File: src/rtl/x_input_streamer.sv
// Buffers host X bytes into whole matrices and streams each one to the matrix core.
// Optional finish watchdog is compiled in with `define XSTREAM_TIMEOUT_EN.
module x_input_streamer #(
    parameter int unsigned DATA_W      = 8,
    parameter int unsigned MAT_LEN     = 32,
    parameter int unsigned BUF_MATS    = 2,
    parameter int unsigned GAP_CYC     = 3,
    parameter int unsigned TIMEOUT_CYC = 4096
) (
    input  logic              clk,
    input  logic              rst,
    input  logic              in_valid,
    output logic              in_ready,
    input  logic [DATA_W-1:0] in_data,
    output logic              start_in,
    output logic              valid_input,
    output logic [DATA_W-1:0] X_load,
    input  logic              finish,
    output logic              busy,
    output logic [15:0]       mats_done,
    output logic              timeout
);

    localparam int unsigned DEPTH = BUF_MATS * MAT_LEN;
    localparam int unsigned AW    = $clog2(DEPTH);
    localparam int unsigned OW    = $clog2(DEPTH + 1);
    localparam int unsigned CMAX0 = (MAT_LEN > GAP_CYC) ? MAT_LEN : GAP_CYC;
    localparam int unsigned CMAX  = (CMAX0 > TIMEOUT_CYC) ? CMAX0 : TIMEOUT_CYC;
    localparam int unsigned CW    = $clog2(CMAX + 1);

    typedef enum logic [2:0] {IDLE, START, STREAM, WAIT_FIN, GAP} state_t;

    state_t            state_q, state_d;
    logic [CW-1:0]     cnt_q, cnt_d;
    logic [AW-1:0]     wr_ptr_q, rd_ptr_q;
    logic [OW-1:0]     occ_q, occ_d;
    logic [DATA_W-1:0] mem_q [DEPTH];
    logic              in_ready_q, start_q, valid_q, busy_q;
    logic [DATA_W-1:0] xload_q;
    logic [15:0]       done_q, done_d;
    logic              wr_en, rd_en, have_mat;

    assign wr_en    = in_valid & in_ready_q;
    // A byte leaves the buffer on the edge that loads it into X_load.
    assign rd_en    = (state_d == STREAM);
    assign have_mat = (occ_q >= OW'(MAT_LEN));
    assign occ_d    = occ_q + OW'(wr_en) - OW'(rd_en);

`ifdef XSTREAM_TIMEOUT_EN
    logic timeout_q, timeout_d;
`endif

    always_comb begin
        state_d = state_q;
        cnt_d   = cnt_q;
        done_d  = done_q;
`ifdef XSTREAM_TIMEOUT_EN
        timeout_d = timeout_q;
`endif
        case (state_q)
            IDLE: begin
                if (have_mat) state_d = START;
            end
            START: begin
                state_d = STREAM;
                cnt_d   = '0;
            end
            STREAM: begin
                if (cnt_q == CW'(MAT_LEN - 1)) begin
                    state_d = WAIT_FIN;
                    cnt_d   = '0;
                end else begin
                    cnt_d = cnt_q + CW'(1);
                end
            end
            WAIT_FIN: begin
                if (finish) begin
                    state_d = GAP;
                    cnt_d   = '0;
                    done_d  = done_q + 16'd1;
                end
`ifdef XSTREAM_TIMEOUT_EN
                else if (cnt_q == CW'(TIMEOUT_CYC - 1)) begin
                    state_d   = GAP;
                    cnt_d     = '0;
                    timeout_d = 1'b1;
                end else begin
                    cnt_d = cnt_q + CW'(1);
                end
`endif
            end
            GAP: begin
                if (cnt_q == CW'(GAP_CYC - 1)) begin
                    state_d = have_mat ? START : IDLE;
                    cnt_d   = '0;
                end else begin
                    cnt_d = cnt_q + CW'(1);
                end
            end
            default: state_d = IDLE;
        endcase
    end

    always_ff @(posedge clk) begin
        if (rst) begin
            state_q    <= IDLE;
            cnt_q      <= '0;
            wr_ptr_q   <= '0;
            rd_ptr_q   <= '0;
            occ_q      <= '0;
            in_ready_q <= 1'b0;
            start_q    <= 1'b0;
            valid_q    <= 1'b0;
            xload_q    <= '0;
            busy_q     <= 1'b0;
            done_q     <= '0;
        end else begin
            state_q    <= state_d;
            cnt_q      <= cnt_d;
            wr_ptr_q   <= wr_ptr_q + AW'(wr_en);
            rd_ptr_q   <= rd_ptr_q + AW'(rd_en);
            occ_q      <= occ_d;
            in_ready_q <= (occ_d < OW'(DEPTH));
            start_q    <= (state_d == START);
            valid_q    <= rd_en;
            xload_q    <= rd_en ? mem_q[rd_ptr_q] : '0;
            busy_q     <= (state_d != IDLE);
            done_q     <= done_d;
        end
    end

    always_ff @(posedge clk) begin
        if (wr_en) mem_q[wr_ptr_q] <= in_data;
    end

`ifdef XSTREAM_TIMEOUT_EN
    always_ff @(posedge clk) begin
        if (rst) timeout_q <= 1'b0;
        else     timeout_q <= timeout_d;
    end
    assign timeout = timeout_q;
`else
    assign timeout = 1'b0;
`endif

    assign in_ready    = in_ready_q;
    assign start_in    = start_q;
    assign valid_input = valid_q;
    assign X_load      = xload_q;
    assign busy        = busy_q;
    assign mats_done   = done_q;

endmodule

File: config.mk
export PLATFORM = sky130hd
export DESIGN_NAME = x_input_streamer
export DESIGN_NICKNAME = d
export VERILOG_FILES = /design/src/rtl/x_input_streamer.sv
export SDC_FILE = /design/constraint.sdc
export NUM_CORES = 1
export LEC_CHECK = 0
export ABC_AREA = 1
export CORE_UTILIZATION = 60
export CTS_BUF_LIST = sky130_fd_sc_hd__clkbuf_2 sky130_fd_sc_hd__clkbuf_4 sky130_fd_sc_hd__clkbuf_8
export CTS_CLUSTER_SIZE = 16
export DETAILED_ROUTE_END_ITERATION = 8
export GPL_TIMING_DRIVEN = 0
export PLACE_DENSITY = 0.86
export RECOVER_POWER = 25
export SLEW_MARGIN = 20
export SYNTH_ARGS = -nofsm -noshare
export SYNTH_HDL_FRONTEND = slang
export SYNTH_SLANG_ARGS = --single-unit
File: constraint.sdc
create_clock -name clk -period 5.7 [get_ports clk]
set_input_delay 0.57 -clock clk [delete_from_list [all_inputs] [get_ports clk]]
set_output_delay 0.57 -clock clk [all_outputs]
set_load 0.1 [all_outputs]
==> metrics.cfg <==
[final_layout]
area_growth_pct=11.6
fin_nets=2577
multi_input_comb_area_sq_mm=0.00651
post_route_cells_drive_above_1_share_pct=9.29
nFillCells=2763
final_util_pct=68.4
regArea_sq_mm=0.0166
finalInstanceArea_sq_mm=0.0274

[drt]
vias=18300
drc=0
viasPerCell=5.82
wl_per_cell_um=21.2
drt-initial-drc-count=2311
ant_nets=0
drt_pre_antenna_iters=8
wl_um=66600

[placement]
hpwl_um=44000
post-place-ws_ns=2.19
place_area_sq_mm=0.0258
port_buffers=38
routabilityCongestion=0.991

[grt]
grt_pass1_vias=17700
grt_antenna_before_repair=1
use_met1_pct=41.3
grt_max_degree=65
grtUsageMet3_pct=7.02
top_usage_layer=met2
gr-usage-all-layers_pct=32.7
grt_use_met2_pct=52.1
grt_pass1_wl_um=100000
grt_overflow_total=0

[floorplanning]
die_w_um=204
start_util_pct=61.3
fp.coreArea_sq_mm=0.0401
rows=73
die_area_sq_mm=0.0418
io_pins=41
die_y_um=204

[setup_path]
crit_chain=clkbuf_1 -> clkbuf_1
max_stage_delay_ns=2.06
crit_slowest_cell=clkbuf_1
path_buf_inv=2
cp_data_arrival_time_ns=3.33
cpMostUsedCell=clkbuf_1
crit_family=buffers and inverters
crit_required_ns=5.73
start_kind=input pin
crit_type=input pin to flip-flop
endpoint_kind=flip-flop
crit_fanout=50

[timing]
clock_skew_ns=0.0326
final.setup.tns_ns=0
whs_ns=0.454
rsz0062_at_grt=no
worst_slew_pin_slew_ns=3.52
setup_ws_ns=2.40
finalSetupViolations=0
timing.final.crit_period_ns=3.30
hold_viol_final=0
finalCritPeriodShare_pct=57.9
fmax_mhz=303
relSlewSlack_pct=-135
drv_slew=330

[power_and_ir_drop]
p_per_area_mw_per_mm2=399
max-vdd-ir-drop_v=0.000365
p_leak_nw=10.7

[clocking]
cts_sinks=575
cts_root_buf=clkbuf_8
ctsHoldBuffers=0
clk_latency_ns=0.67
cts_buffers=90
postCtsSetupRepairBufs=0
path_clk_slew_ns=0.05
clk_path_buf_depth=3
htree_num_levels=3
cts_tree=built
postCtsResizedCells=0

[synth]
netlist.area_leader.share_pct=62.6
netlist_top_cells_area=edfxtp_1 (63%), nand2_1 (11%), nand3_1 (5.8%), dfxtp_1 (5.1%), nor2_1 (3.8%)
syn_area_per_cell_sq_um=10.2
netlist_area_sq_mm=0.0246
synth_edf_count=512
synth_top_area_cell=edfxtp_1
yosys_warnings=0
synth_seq_cells=575
async_flop_share_pct=0
synthDistinctLibCells=32
synth_top_flop_cell=edfxtp_1
synthCells=2410
seq_area_frac_synth_pct=67.7
syn-num-nets=2440

[run]
drv_cap=6

[hold_path]
min_path_type=input pin to flip-flop

[run_status]
outcome=complete, but fails checks
violations=max-capacitance violations, max-slew violations

-- synth_stat cells, types with 6 or more instances --
| cell type | instances |
|---|---|
| inv_1 | 220 |
| xor2_1 | 6 |
| a21oi_1 | 73 |
| nand4_1 | 14 |
| nand3_1 | 287 |
| buf_2 | 68 |
| buf_1 | 8 |
| nand2_1 | 748 |
| nor3_1 | 10 |
| ha_1 | 17 |
| edfxtp_1 | 512 |
| nor2_1 | 247 |
| dfxtp_1 | 63 |
| clkbuf_1 | 25 |
| o211ai_1 | 12 |
| buf_4 | 12 |
| o21ai_0 | 58 |
-- kinds of logic (layout without fill, tap and decap cells) --
| kind of cell | count (synthesis) | in the layout | synth area share [%] |
|---|---|---|---|
| xor gates and xnor gates | 10 | 10 | 0.357 |
| and+or+nand+nor | 1317 | 1317 | 22.0 |
| other | 1 | 2 | 0.0153 |
| AOI/OAI and AO/OA | 149 | 149 | 3.20 |
| DFF | 575 | 575 | 67.7 |
| buffers and inverters | 340 | 546 | 5.76 |
| adders and majority gates | 18 | 18 | 0.947 |
-- flip-flops by register name, summed over array words and instances, names as in the netlist --
signal,flops
mem_q,512
mats_done,16
cnt_q,13
X_load,8
occ_q,7
rd_ptr_q,6
wr_ptr_q,6
state_q,3
busy,1
in_ready,1
start_in,1
valid_input,1
-- cell usage in the layout, fill, tap and decap left out, drive strengths merged, types with 35 or more instances in the layout --
cell type / count
nand2: 750
buf: 91
clkinv: 35
dfxtp: 63
nand3: 287
inv: 223
o21ai: 58
clkbuf: 161
a21oi: 73
nor2: 250
edfxtp: 512
-- stage by stage --
| step | std cells | total power [mW] |
|---|---|---|
| 2_1_floorplan | 2410 | 6.55 |
| 3_3_place_gp | 2973 | 7.31 |
| 3_5_place_dp | 2980 | 7.42 |
| 4_1_cts | 3141 | 10.9 |
| 5_1_grt | 3142 | 11.4 |
| 6_report | 3142 | 10.9 |
-- layout make-up --
| cell class | instances | share of cell area (%) |
|---|---|---|
| clock inverter | 38 | 1.03 |
| inverter | 226 | 3.09 |
| clock buffer | 123 | 5.56 |
| tap | 525 | 2.40 |
| sequential | 575 | 60.7 |
| antenna | 1 | 0.00913 |
| timing repair buffer | 45 | 1.40 |
| multi-input combinational | 1495 | 23.8 |
| buffer | 114 | 2.06 |
-- layer usage --
layer / vias up / wire length [um]
li1: 8284 / -
met1: 8435 / 23700
met2: 1296 / 30900
met3: 266 / 7660
met4: 0 / 4380
met5: - / 0
-- final timing paths --
path | endpoint | from | slack, ns | cells after the start
worst max register to register | occ_q[6] | cnt_q[0] | 2.41 | 23
worst min-delay path | mats_done[8] | rst | 0.45 | 3
worst min register to register | cnt_q[11] | cnt_q[11] | 0.49 | 2
worst max-delay path | mem_q[52][0] | in_data[0] | 2.40 | 2
-- power by group --
part	leakage, nW	switching (mW)	internal, mW	total [mW]
sequential	5.11	0.0405	4.66	4.70
combinational	4.64	1.97	0.726	2.70
clock	0.966	1.62	1.91	3.54
total	10.7	3.63	7.30	10.9
No activity file was read; power rests on OpenSTA's default activity.
